## src/rtl/imm_gen_stage.sv

```systemverilog
// imm_gen_stage: registered RISC-V immediate generator with a 2-entry skid buffer
//   clk, rst_n (async, active low), flush (sync discard of all entries)
//   in_valid/in_ready, inst, in_pc          : upstream handshake and instruction
//   out_valid/out_ready, imm, imm_type,
//   out_inst, out_pc                        : downstream handshake and decoded entry
//   imm_type: 0 R, 1 I, 2 S, 3 B, 4 U, 5 J, 6 Z (zimm), 7 X (unknown/none)
module imm_gen_stage #(
  parameter int XLEN   = 32,
  parameter bit EN_FP  = 1'b1,
  parameter bit EN_CSR = 1'b1
) (
  input  logic            clk,
  input  logic            rst_n,
  input  logic            flush,
  input  logic            in_valid,
  output logic            in_ready,
  input  logic [31:0]     inst,
  input  logic [XLEN-1:0] in_pc,
  output logic            out_valid,
  input  logic            out_ready,
  output logic [XLEN-1:0] imm,
  output logic [2:0]      imm_type,
  output logic [31:0]     out_inst,
  output logic [XLEN-1:0] out_pc
);
  logic               w_s;
  logic signed [31:0] w_imm32;
  logic [2:0]         w_type;
  logic [XLEN-1:0]    w_imm;
  logic               w_accept;
  logic               w_retire;
  logic               w_load_out;
  logic               r_out_valid;
  logic [XLEN-1:0]    r_imm;
  logic [2:0]         r_type;
  logic [31:0]        r_inst;
  logic [XLEN-1:0]    r_pc;
  logic               r_skid_valid;
  logic [XLEN-1:0]    r_s_imm;
  logic [2:0]         r_s_type;
  logic [31:0]        r_s_inst;
  logic [XLEN-1:0]    r_s_pc;

  assign w_s = inst[31];

  always_comb begin
    w_imm32 = '0;
    w_type  = 3'd7;
    if (inst[1:0] == 2'b11)
      case (inst[6:2])
        5'b01100: w_type = 3'd0;
        5'b00000, 5'b11001, 5'b00100: begin
          w_type  = 3'd1;
          w_imm32 = {{20{w_s}}, inst[31:20]};
        end
        5'b01000: begin
          w_type  = 3'd2;
          w_imm32 = {{20{w_s}}, inst[31:25], inst[11:7]};
        end
        5'b11000: begin
          w_type  = 3'd3;
          w_imm32 = {{20{w_s}}, inst[7], inst[30:25], inst[11:8], 1'b0};
        end
        5'b01101, 5'b00101: begin
          w_type  = 3'd4;
          w_imm32 = {inst[31:12], 12'b0};
        end
        5'b11011: begin
          w_type  = 3'd5;
          w_imm32 = {{12{w_s}}, inst[19:12], inst[20], inst[30:21], 1'b0};
        end
        5'b00001: if (EN_FP) begin
          w_type  = 3'd1;
          w_imm32 = {{20{w_s}}, inst[31:20]};
        end
        5'b01001: if (EN_FP) begin
          w_type  = 3'd2;
          w_imm32 = {{20{w_s}}, inst[31:25], inst[11:7]};
        end
        5'b10100: if (EN_FP) w_type = 3'd0;
        5'b11100: if (EN_CSR) begin
          w_type  = 3'd6;
          w_imm32 = {27'b0, inst[19:15]};
        end
        default: ;
      endcase
  end

  // signed source operand makes the width cast sign-extend for XLEN=64
  assign w_imm = XLEN'(w_imm32);

  assign w_accept   = in_valid && !r_skid_valid;
  assign w_retire   = r_out_valid && out_ready;
  assign w_load_out = !r_out_valid || w_retire;

  always_ff @(posedge clk or negedge rst_n) begin
    if (!rst_n) begin
      r_out_valid  <= 1'b0;
      r_imm        <= '0;
      r_type       <= 3'd7;
      r_inst       <= '0;
      r_pc         <= '0;
      r_skid_valid <= 1'b0;
      r_s_imm      <= '0;
      r_s_type     <= 3'd7;
      r_s_inst     <= '0;
      r_s_pc       <= '0;
    end else if (flush) begin
      r_out_valid  <= 1'b0;
      r_skid_valid <= 1'b0;
    end else begin
      // entry 0 refills from the skid first so ordering stays FIFO
      if (w_load_out) begin
        r_out_valid <= r_skid_valid || w_accept;
        if (r_skid_valid) begin
          r_imm  <= r_s_imm;
          r_type <= r_s_type;
          r_inst <= r_s_inst;
          r_pc   <= r_s_pc;
        end else if (w_accept) begin
          r_imm  <= w_imm;
          r_type <= w_type;
          r_inst <= inst;
          r_pc   <= in_pc;
        end
      end
      if (w_retire) r_skid_valid <= 1'b0;
      else if (r_out_valid && w_accept) begin
        r_skid_valid <= 1'b1;
        r_s_imm      <= w_imm;
        r_s_type     <= w_type;
        r_s_inst     <= inst;
        r_s_pc       <= in_pc;
      end
    end
  end

  assign in_ready  = !r_skid_valid;
  assign out_valid = r_out_valid;
  assign imm       = r_imm;
  assign imm_type  = r_type;
  assign out_inst  = r_inst;
  assign out_pc    = r_pc;
endmodule

```

## config.mk

```make
export PLATFORM = sky130hd
export DESIGN_NAME = imm_gen_stage
export DESIGN_NICKNAME = d
export VERILOG_FILES = /design/src/rtl/imm_gen_stage.sv
export SDC_FILE = /design/constraint.sdc
export NUM_CORES = 1
export LEC_CHECK = 0
export BUFFER_PORTS_ARGS = -buffer_cell sky130_fd_sc_hd__buf_2
export CAP_MARGIN = 0
export CORE_MARGIN = 4
export CORE_UTILIZATION = 32
export CTS_CLUSTER_SIZE = 8
export DETAILED_ROUTE_END_ITERATION = 10
export SYNTH_ARGS = -nofsm -noshare
export SYNTH_HDL_FRONTEND = slang
export SYNTH_SLANG_ARGS = --single-unit
```

## constraint.sdc

```tcl
create_clock -name clk -period 3.68 [get_ports clk]
set_input_delay 0 -clock clk [delete_from_list [all_inputs] [get_ports clk]]
set_output_delay 0 -clock clk [all_outputs]
set_load 0.005 [all_outputs]
```

# Yosys cells after proc, flatten, opt, wreduce, memory -nomap -nowiden
# Index checks and enable logic that the tools add are counted.
word_totals:
  wordCells: 59
  inputBits: 69
  output_inout_bits: 101
  register_bits: 200
classes:
  eq_ne: 13
  n_reduce_logical: 17
  bitwise: 2
  muxes: 17
ops:
  columns: ["cell", "n"]
  rows:
  - ["32-bit two-way mux", 7]
  - ["32-bit case mux with 6 select lines", 1]
  - ["5-bit equality test, second input constant", 5]
  - ["3-bit case mux with 7 select lines", 1]
  - ["5-bit by 4-bit equality test with 1-bit output, second input constant", 4]
  - ["5-bit by 3-bit equality test with 1-bit output, second input constant", 2]
  - ["3-bit two-way mux", 3]
  - ["3-bit AND reduction", 2]
  - ["2-bit OR reduction", 3]
  - ["5-bit by 1-bit equality test with 1-bit output, second input constant", 1]
  - ["5-bit logical NOT", 1]
  - ["1-bit two-way mux", 5]
  - ["2-bit nonzero test", 2]
  - ["4-bit OR reduction", 1]
  - ["1-bit logical AND", 3]
  - ["3-bit nonzero test", 1]
  - ["2-bit equality test, second input constant", 1]
  - ["1-bit logical NOT", 2]
  - ["1-bit logical OR", 2]
  - ["1-bit inverter", 2]

# Longest topological paths before layout
# Gate-level depths: netlist (run 1).
logic_depth:
  depth_word: 6
  depth_mapped: 8
  mapped_depth_nobuf: 5

# Least setup slack after synthesis (run 1)
# Ideal clock, no wire load.
synth_path:
  path_type: "reg-to-reg"
  from: "register r_out_valid, in the netlist out_valid"
  to: "register r_imm[11], in the netlist imm[11]"
  t_arrival_ns: 1.512
  slack_ns: 2.049
  path_buffers: 2
  period_less_slack_ns: 1.631
  stages_incl_launch_ff: 8
  required_time_ns: 3.561
  cell_sequence: "dfrtp_1 > nor2b_1 > or3_1 > buf_2 > clkbuf_1 > a21oi_1 > o21ai_1 > o21a_1"
synth_via:
  elab_chain_len: 3
synth_lines:
  columns: ["item", "line_no", "text"]
  rows:
  - ["start: declaration", "33", "logic r_out_valid;"]
  - ["start signal: assignment", "114", "r_out_valid <= r_skid_valid || w_accept;"]
  - ["1-bit logical NOT or 1-bit logical AND (tied branches)", "94, 93", null]
  - ["1-bit logical OR (*)", "94", "assign w_load_out = !r_out_valid || w_retire;"]
  - ["3-bit AND reduction (no line) (*)", null, null]
  - ["end signal: assignment", "116", "r_imm <= r_s_imm;"]
  - ["end signal: assignment", "121", "r_imm <= w_imm;"]
  - ["end: declaration", "34", "logic [XLEN-1:0] r_imm;"]
# Mark *: on every way between the ends. The rest lies on a longest branch, timed or not.
# A chain may end at the register's enable or synchronous reset.

# Worst setup path after layout (run 1)
layout_path:
  from: "register r_skid_valid"
  to: "register r_imm[20], in the netlist imm[20]"
layout_via:
  elab_chain_len: 4
layout_lines:
  columns: ["item", "line_no", "text"]
  rows:
  - ["start: declaration", "38", "logic r_skid_valid;"]
  - ["start signal: assignment", "103", "r_skid_valid <= 1'b0;"]
  - ["start signal: assignment", "110", "r_skid_valid <= 1'b0;"]
  - ["start signal: assignment", "127", "if (w_retire) r_skid_valid <= 1'b0;"]
  - ["1-bit logical NOT", "92", "assign w_accept = in_valid && !r_skid_valid;"]
  - ["1-bit logical AND", "92", null]
  - ["2-bit nonzero test (no line)", null, null]
  - ["3-bit AND reduction (no line)", null, null]
# Parallel ways exist; a longest one is shown, timed or not.

==> results of run 1 <==
==> repair_timing <==
action,in CTS,in global routing
endpoints found under the hold margin,240,0
hold buffers,64,0
resized for setup,0,0
setup buffers,0,0
==> flip-flops by register name, summed over array words and instances, names as in the netlist <==
register and cells:
r_s_pc 32, imm_type 3, imm 32, r_skid_valid 1, r_s_type 3, r_s_inst 32, out_pc 32, out_valid 1
r_s_imm 32, out_inst 32
==> cell usage in the layout (no fill, tap or decap), drive strengths merged, types with 2 or more instances in the layout <==
cell type    synthesis  layout
clkinvlp             0       4
a222oi               4       4
nand3                8       8
nand2              114     114
nor2b                3       3
dfrtp              194     194
nand2b               5       5
bufinv               0       2
nand4b               2       2
o22ai                3       3
and3                 2       2
a22oi               11      11
o31ai               16      16
nand4                2       2
dfstp                6       6
clkbuf              33      20
nor3                 5       5
mux2                64      64
clkinv               2       4
inv                  1       5
buf                 29     180
o21ai              113     113
a2111oi              3       3
dlygate4sd3          0      64
nor2                16      16
a211oi               4       4
a21boi               2       2
mux2i               65      65
a21oi               53      53
o21a                26      26
or2                  2       2
==> report_power, final <==
part | leakage, uW | switching, uW | internal, uW
clock network | 0.000276 | 875 | 1030
logic | 0.00220 | 513 | 492
registers | 0.00250 | 206 | 2610
total | 0.00497 | 1590 | 4140
==> area by class of cell <==
cell class | instances | share of cell area (%)
Clock buffer | 19 | 3.96
Tap cell | 341 | 3.81
Clock inverter | 12 | 1.29
Multi-Input combinational cell | 535 | 31.6
Timing Repair Buffer | 245 | 14.4
Antenna cell | 1 | 0.0224
Sequential cell | 200 | 44.8
Inverter | 3 | 0.101
==> logic make-up after synthesis <==
group / after synthesis / share of synthesized area [%]
AO/OA/AOI/OAI: 240 / 16.1
flip-flops: 200 / 56.9
AND/OR/NAND/NOR: 165 / 8.10
multiplexers: 129 / 15.6
buffers and inverters: 65 / 3.28
XOR/XNOR: 1 / 0.0994
==> routing by layer <==
metal	vias up	part of all wire [%]	GRT usage, %
li1	3247	-	-
met1	3260	47	21.5
met2	192	45	23.1
met3	19	5.8	4.31
met4	6	1.2	3.56
met5	-	0.15	0
==> final timing paths <==
check	to	slack [ns]
worst min-delay path	out_inst[3]	0.04
worst max-delay path	imm[20]	1.11
worst max register to register	imm[20]	1.11
worst min register to register	r_s_type[1]	0.46
max in group asynchronous	r_s_type[0]	2.53
min in group asynchronous	r_s_inst[23]	0.23
==> through the flow <==
step	utilization (%)	total power, uW	hold slack [ns]	instances
after global placement	36.8	3810	0.156	1260
after detailed placement	36.8	3840	0.168	1260
after global routing	41.4	6070	0.0447	1356
after floorplan	-	3350	-0.296	800
final	41.4	5730	0.0372	1356
after CTS	41.4	5820	0.0202	1355
==> worst max-delay path, stage by stage, from the launching register on <==
cell	delay, ns
dfrtp_4	0.43
buf_4	0.76
clkinv_1	0.55
nand2b_4	0.43
o21ai_1	0.14
o21a_1	0.12
==> impl_metrics.tcl, run 1 <==
set metrics [dict create \
    r2r-start "r_skid_valid" \
    slew_viol_final 0 \
    hold_viol_final 0 \
    grt_pass1_wl_um 37000 \
    drt_iter0_drc 377 \
    rsz0062_at_grt "no" \
    layout-drive-gt1-share_pct 22.2 \
    grt_max_degree 98 \
    totalNegativeSetupSlack_ns 0 \
    synthTopCellsByArea "dfrtp_1 (55%), mux2_1 (8.1%), mux2i_1 (7.4%), o21ai_1 (6.4%), nand2_1 (4.9%)" \
    synth_seq_cells 200 \
    yosysWarnings 0 \
    cts_tree "done" \
    preCtsSetupSlack_ns 1.14 \
    cts-root-buf "clkbuf_16" \
    place.gp.congestion 0.799 \
    crit_arrival_ns 2.89 \
    cts-buffers-inserted 17 \
    placed_cell_area_sq_um 9950 \
    finClkSkew_ns 0.0111 \
    power.density_nw_per_um2 512 \
    vias 6724 \
    final_nets 1071 \
    fmax_ghz 0.390 \
    min_path_type "in -> reg" \
    clk-insertion-delay-late_ns 0.43 \
    min_period_over_period_pct 69.8 \
    globalRouteTotalUtil_pct 15.2 \
    syn_nets 869 \
    gr-total-overflow 0 \
    status "completed" \
    r2r_cells 5 \
    num_rows 60 \
    wl_per_cell_um 17.0 \
    finalCriticalPeriod_ns 2.57 \
    ys_seq_area_share_pct 56.9 \
    clk_pin_slew_ns 0.07 \
    syn_area_per_cell_sq_um 11.0 \
    yosysMostFrequentCell "dfrtp_1" \
    crit_type "reg -> reg" \
    ant_nets 0 \
    portBuffers 169 \
    synth_common_cells "dfrtp_1 (194), nand2_1 (114), o21ai_1 (113), mux2i_1 (65), mux2_1 (63)" \
    fp.dieW_um 174 \
    cellLeakagePower_uw 0.00497 \
    slew_headroom_pct 26.9 \
    worstMarginPinSlew_ns 1.10 \
    syn_area_sq_um 8810 \
    cp.required_ns 4.00 \
    grt_pass1_vias 6497 \
    regArea_sq_um 5020 \
    setup_viol 0 \
    whs_path_depth 3 \
    initial_core_util_pct 32.6 \
    setup_ws_ns 1.11 \
    hpwl_um 15100 \
    clock-sinks 200 \
    die_h_um 174 \
    synth_cell_types 47 \
    clockBufferDepth 2 \
    syn2layout_area_growth_pct 27.0 \
    startpoint "r_skid_valid" \
    synthCells 800 \
    design_area_sq_um 11200 \
    die-area_sq_um 30200 \
    ir_worst_vdd_mv 0.254 \
    max_cap_viol_count 0 \
    pin_count 170 \
    synth_edf_count 0 \
    start_kind "flip-flop" \
    drtPass1Iterations 5 \
    drc 0 \
    routed_wl_um 23100 \
    yosysTopAreaCell "dfrtp_1" \
    synthFlopType "dfrtp_1" \
    htree_levels 4 \
    core_area_sq_um 27000 \
    multi_input_area_sq_um 3530 \
    min_from "inst[3]" \
    via_per_inst 4.96 \
    fillCellCount 2634 \
    cp-end-kind "flip-flop" \
    async_reset_ff_share_pct 100 \
    cp_max_fo 70 \
    antenna_found_initial 4 \
    yosys.area.top_type_share_pct 55.1 \
]
Power figures use the tool's default switching activity.
==> run 2, diff against run 1 <==
==> constraint.sdc (replaced) <==
create_clock -name clk -period 2.16 [get_ports clk]
set_input_delay 0 -clock clk [delete_from_list [all_inputs] [get_ports clk]]
set_output_delay 0 -clock clk [all_outputs]
set_load 0.005 [all_outputs]
==> run 2 against run 1 <==
  * Clock-buffer cell count fell by 2
  * Wire length barely moved
  * Sequential share of layout area fell by 0.74 points
  * Design area rose by 1.7%
  * Sequential power rose by 70%
  * Setup slack got worse by 0.87 ns
  * Utilization rose by 0.69 points
  * First-iteration DRC count rose by 6.6%
  * Critical endpoint is now r_s_pc[28]
  * Largest power group unchanged
==> impl_metrics.tcl, run 2 (synthesis gave the netlist of run 1 again) <==
set metrics [dict create \
    clk_pin_slew_ns 0.07 \
    syn2layout_area_growth_pct 29.1 \
    holdBufCountCts 65 \
    r2r_cells 4 \
    clock-sinks 200 \
    core_area_sq_um 27000 \
    placed_cell_area_sq_um 10100 \
    fin_util_pct 42.1 \
    place.gp.congestion 0.754 \
    clk-insertion-delay-late_ns 0.44 \
    grt_max_degree 87 \
    cp.required_ns 2.47 \
    setup_viol 0 \
    antenna_found_initial 3 \
    grt_pass1_wl_um 37400 \
    final_cell_mix "dfrtp_1 (193), buf_2 (168), nand2_1 (114), o21ai_1 (113)" \
    vias 6785 \
    grt_use_met3_pct 3.78 \
    cp_max_fo 26 \
    gr-total-overflow 0 \
    min_from "inst[3]" \
    whs_path_depth 3 \
    finalCriticalPeriod_ns 1.92 \
    cts_resized 0 \
    final_common_cell "dfrtp_1" \
    ir_worst_vdd_mv 0.450 \
    max_cap_viol_count 0 \
    design_area_sq_um 11400 \
    hold_viol_final 0 \
    grtUsageMet2_pct 24.3 \
    r2r_end "r_s_pc[28]" \
    worstMarginPinSlew_ns 0.814 \
    fmax_ghz 0.521 \
    cts-buffers-inserted 17 \
    drc 0 \
    ant_nets 0 \
    cts_setup_buffers 0 \
    via_per_inst 4.94 \
    fp.dieW_um 174 \
    slew_headroom_pct 45.7 \
    final_nets 1087 \
    die_h_um 174 \
    busiest_layer "met2" \
    wl_per_cell_um 16.8 \
    clockBufferDepth 2 \
    totalNegativeSetupSlack_ns 0 \
    pin_count 170 \
    layout.cells.non_filler 1373 \
    globalRouteTotalUtil_pct 15.3 \
    crit_type "reg -> reg" \
    start_kind "flip-flop" \
    layout-drive-gt1-share_pct 23.5 \
    portBuffers 169 \
    die-area_sq_um 30200 \
    min_to "r_s_inst[3]" \
    status "completed" \
    cts_tree "done" \
    drtPass1Iterations 5 \
    slew_viol_final 0 \
    grt_use_met1_pct 21.3 \
    min_path_type "in -> reg" \
    rsz0062_at_grt "no" \
    min_period_over_period_pct 88.9 \
    hpwl_um 15700 \
    hold_ws_ns 0.0342 \
    r2r-start "r_skid_valid" \
    routed_wl_um 23100 \
    grt_pass1_vias 6790 \
    htree_levels 4 \
    rrSetupSlack_ns 0.24 \
    finClkSkew_ns 0.0117 \
    cellLeakagePower_uw 0.00508 \
    placed_cells 1275 \
    cts-root-buf "clkbuf_16" \
    num_rows 60 \
    power.density_nw_per_um2 872 \
    initial_core_util_pct 32.6 \
    crit_arrival_ns 2.23 \
    cp-end-kind "flip-flop" \
    drt_iter0_drc 402 \
]
==> run 2: power breakdown <==
| group | switching [uW] | internal (uW) |
|---|---|---|
| Clock | 1530 | 1860 |
| Sequential | 345 | 4450 |
| Combinational | 873 | 861 |
| Total | 2750 | 7170 |
==> run 2: critical path: stages, from the launching register on <==
cell and delay [ns]:
dfrtp_4 0.52, nor3_1 0.33, nand3_4 0.24, buf_4 0.33, mux2_1 0.36
==> run 2: metal layers <==
metal  vias up  routed length [um]
li1       3276                   -
met1      3283               10900
met3        18                1380
met5         -                  27
met4         4                 224
met2       204               10600
==> run 2: how the worst max path moves through the flow <==
| stage | start | slack [ns] | end | depth (start not counted) |
|---|---|---|---|---|
| 2_1_floorplan | out_valid | 0.53 | imm[11] | 7 |
| 3_3_place_gp | r_skid_valid | 0.28 | r_s_pc[27] | 4 |
| 3_5_place_dp | out_valid | 0.23 | imm[31] | 5 |
| 4_1_cts | out_valid | 0.21 | imm[31] | 5 |
| 5_1_grt | out_valid | 0.03 | out_inst[4] | 5 |
| 6_report | r_skid_valid | 0.24 | r_s_pc[28] | 4 |
==> run 2: layout make-up <==
cell class	instances	area, sq um
Antenna cell	1	2.50
Fill cell	2604	15700
Multi-Input combinational cell	535	3530
Clock buffer	17	425
Inverter	3	11.3
Clock inverter	15	189
Tap cell	341	427
Timing Repair Buffer	261	1770
Sequential cell	200	5020
==> run 2: metrics by stage <==
step           power, uW  worst slack [ns]
6_report            9920             0.240
5_1_grt            10500            0.0309
4_1_cts            10100             0.209
3_5_place_dp        6560             0.225
3_3_place_gp        6490             0.282
2_1_floorplan       5710             0.529
==> run 3, diff against run 2 <==
--- a/config.mk
+++ b/config.mk
@@ -11,6 +11,7 @@
 export CORE_UTILIZATION = 32
 export CTS_CLUSTER_SIZE = 8
 export DETAILED_ROUTE_END_ITERATION = 10
+export HOLD_SLACK_MARGIN = 0.08
 export SYNTH_ARGS = -nofsm -noshare
 export SYNTH_HDL_FRONTEND = slang
 export SYNTH_SLANG_ARGS = --single-unit
==> run 3 against run 2 <==
  * Worst hold slack gained 0.037 ns
  * Clock-buffer cell count unchanged
  * Clock skew is essentially flat
  * Sequential power barely moved
  * Fmax down 5.2%
  * Via count up 0.85%
  * Wire length is 1.1% higher
  * Critical path depth rose by 5
  * Final cell count increased by 0.66%
  * Design area increased by 0.92%
  * Non-clock buffer count is 10 higher
  * Highest routed layer unchanged
==> impl_metrics.tcl, run 3 (synthesis gave the netlist of run 1 again) <==
set metrics [dict create \
    status "completed" \
    htree_levels 4 \
    ant_nets 0 \
    grt_pass1_wl_um 37500 \
    place.gp.congestion 0.754 \
    grt_pass1_vias 6821 \
    power.density_nw_per_um2 866 \
    ir_worst_vdd_mv 0.449 \
    final_common_cell "dfrtp_1" \
    portBuffers 169 \
    globalRouteTotalUtil_pct 15.4 \
    final_cell_mix "dfrtp_1 (193), buf_2 (168), nand2_1 (114), o21ai_1 (113), dlygate4sd3_1 (75)" \
    syn2layout_area_growth_pct 30.3 \
    initial_core_util_pct 32.6 \
    drc 0 \
    drt_iter0_drc 427 \
    wl_per_cell_um 16.9 \
    crit_arrival_ns 2.34 \
    clock-sinks 200 \
    num_rows 60 \
    layout.cells.non_filler 1382 \
    crit_type "in -> reg" \
    drtPass1Iterations 5 \
    grt_max_degree 87 \
    layout-drive-gt1-share_pct 23.4 \
    start_kind "input pin" \
    max_cap_viol_count 0 \
    via_per_inst 4.95 \
    placed_cells 1275 \
    clockBufferDepth 2 \
    min_period_over_period_pct 93.8 \
    hpwl_um 15700 \
    totalNegativeSetupSlack_ns 0 \
    finalCriticalPeriod_ns 2.03 \
    clk_pin_slew_ns 0.08 \
    finClkSkew_ns 0.0121 \
    hold_viol_final 0 \
    cp_max_fo 12 \
    core_area_sq_um 27000 \
    cts_setup_buffers 0 \
    cellLeakagePower_uw 0.00513 \
    fmax_ghz 0.494 \
    fin_total_pwr_uw 9940 \
    routed_wl_um 23400 \
    cp-end-kind "flip-flop" \
    final_nets 1097 \
    worstMarginPinSlew_ns 0.824 \
    pin_count 170 \
    slew_headroom_pct 45.1 \
    setup_viol 0 \
    cp.required_ns 2.47 \
    gr-total-overflow 0 \
    cts-root-buf "clkbuf_16" \
    diodes 0 \
    die_h_um 174 \
    clk-insertion-delay-late_ns 0.44 \
    hold_ws_ns 0.0707 \
    antenna_found_initial 3 \
    rsz0062_at_grt "no" \
    vias 6843 \
    min_path_type "in -> async" \
    cts-buffers-inserted 17 \
    die-area_sq_um 30200 \
    fp.dieW_um 174 \
    slew_viol_final 0 \
    cts_tree "done" \
]
==> run 3: per-layer routing <==
layer | wire (um) | GRT usage (%) | part of all wire, %
met1 | 11100 | 21.3 | 47
met2 | 10800 | 24.4 | 46
met3 | 1240 | 3.87 | 5.3
met4 | 224 | 3.70 | 0.96
met5 | 42 | 0 | 0.18
==> run 3: worst paths after layout <==
kind                              start     endpoint  slack, ns  depth (start not counted)
max                             inst[6]   r_s_imm[9]       0.13                          9
min reg2reg                 r_s_type[2]  r_s_type[2]       0.46                          2
min in group clk                inst[2]   r_s_imm[0]       0.12                          5
max reg2reg                r_skid_valid   r_s_imm[6]       0.20                          5
max in group asynchronous         rst_n      imm[22]       1.38                          3
min                               rst_n      imm[30]       0.07                          2
==> run 3: report_power, final <==
group	switching, uW	internal, uW	leakage [uW]
sequential	347	4450	0.00250
combinational	878	873	0.00234
clock	1530	1860	0.000301
total	2760	7180	0.00513
==> run 3: area by class of cell <==
type	instances	area (sq um)
Fill cell	2602	15500
Sequential cell	200	5020
Inverter	3	11.3
Clock inverter	15	189
Tap cell	341	427
Timing Repair Buffer	271	1870
Multi-Input combinational cell	535	3540
Clock buffer	17	425
==> run 3: through the flow <==
step	util, %	worst slack (ns)	cell area (sq um)
after floorplan	-	0.529	8810
after global placement	37.4	0.282	10100
after detailed placement	37.4	0.225	10100
after CTS	42.4	0.0434	11500
after global routing	42.5	0.0292	11500
final	42.5	0.135	11500
==> run 3: critical path, stage by stage <==
cell and delay [ns]:
buf_2 0.13, dlygate4sd3_1 0.56, buf_4 0.18, nand4b_1 0.13, o221ai_1 0.30, and2b_4 0.34
nand2_1 0.08, o21ai_1 0.06, dlygate4sd3_1 0.57
==> run 3: repair_timing <==
item                                   in CTS  in global routing
endpoints found under the hold margin     373                  0
gates resized for setup                     0                  3
setup endpoints to repair                   0                  4
hold buffers                               75                  0
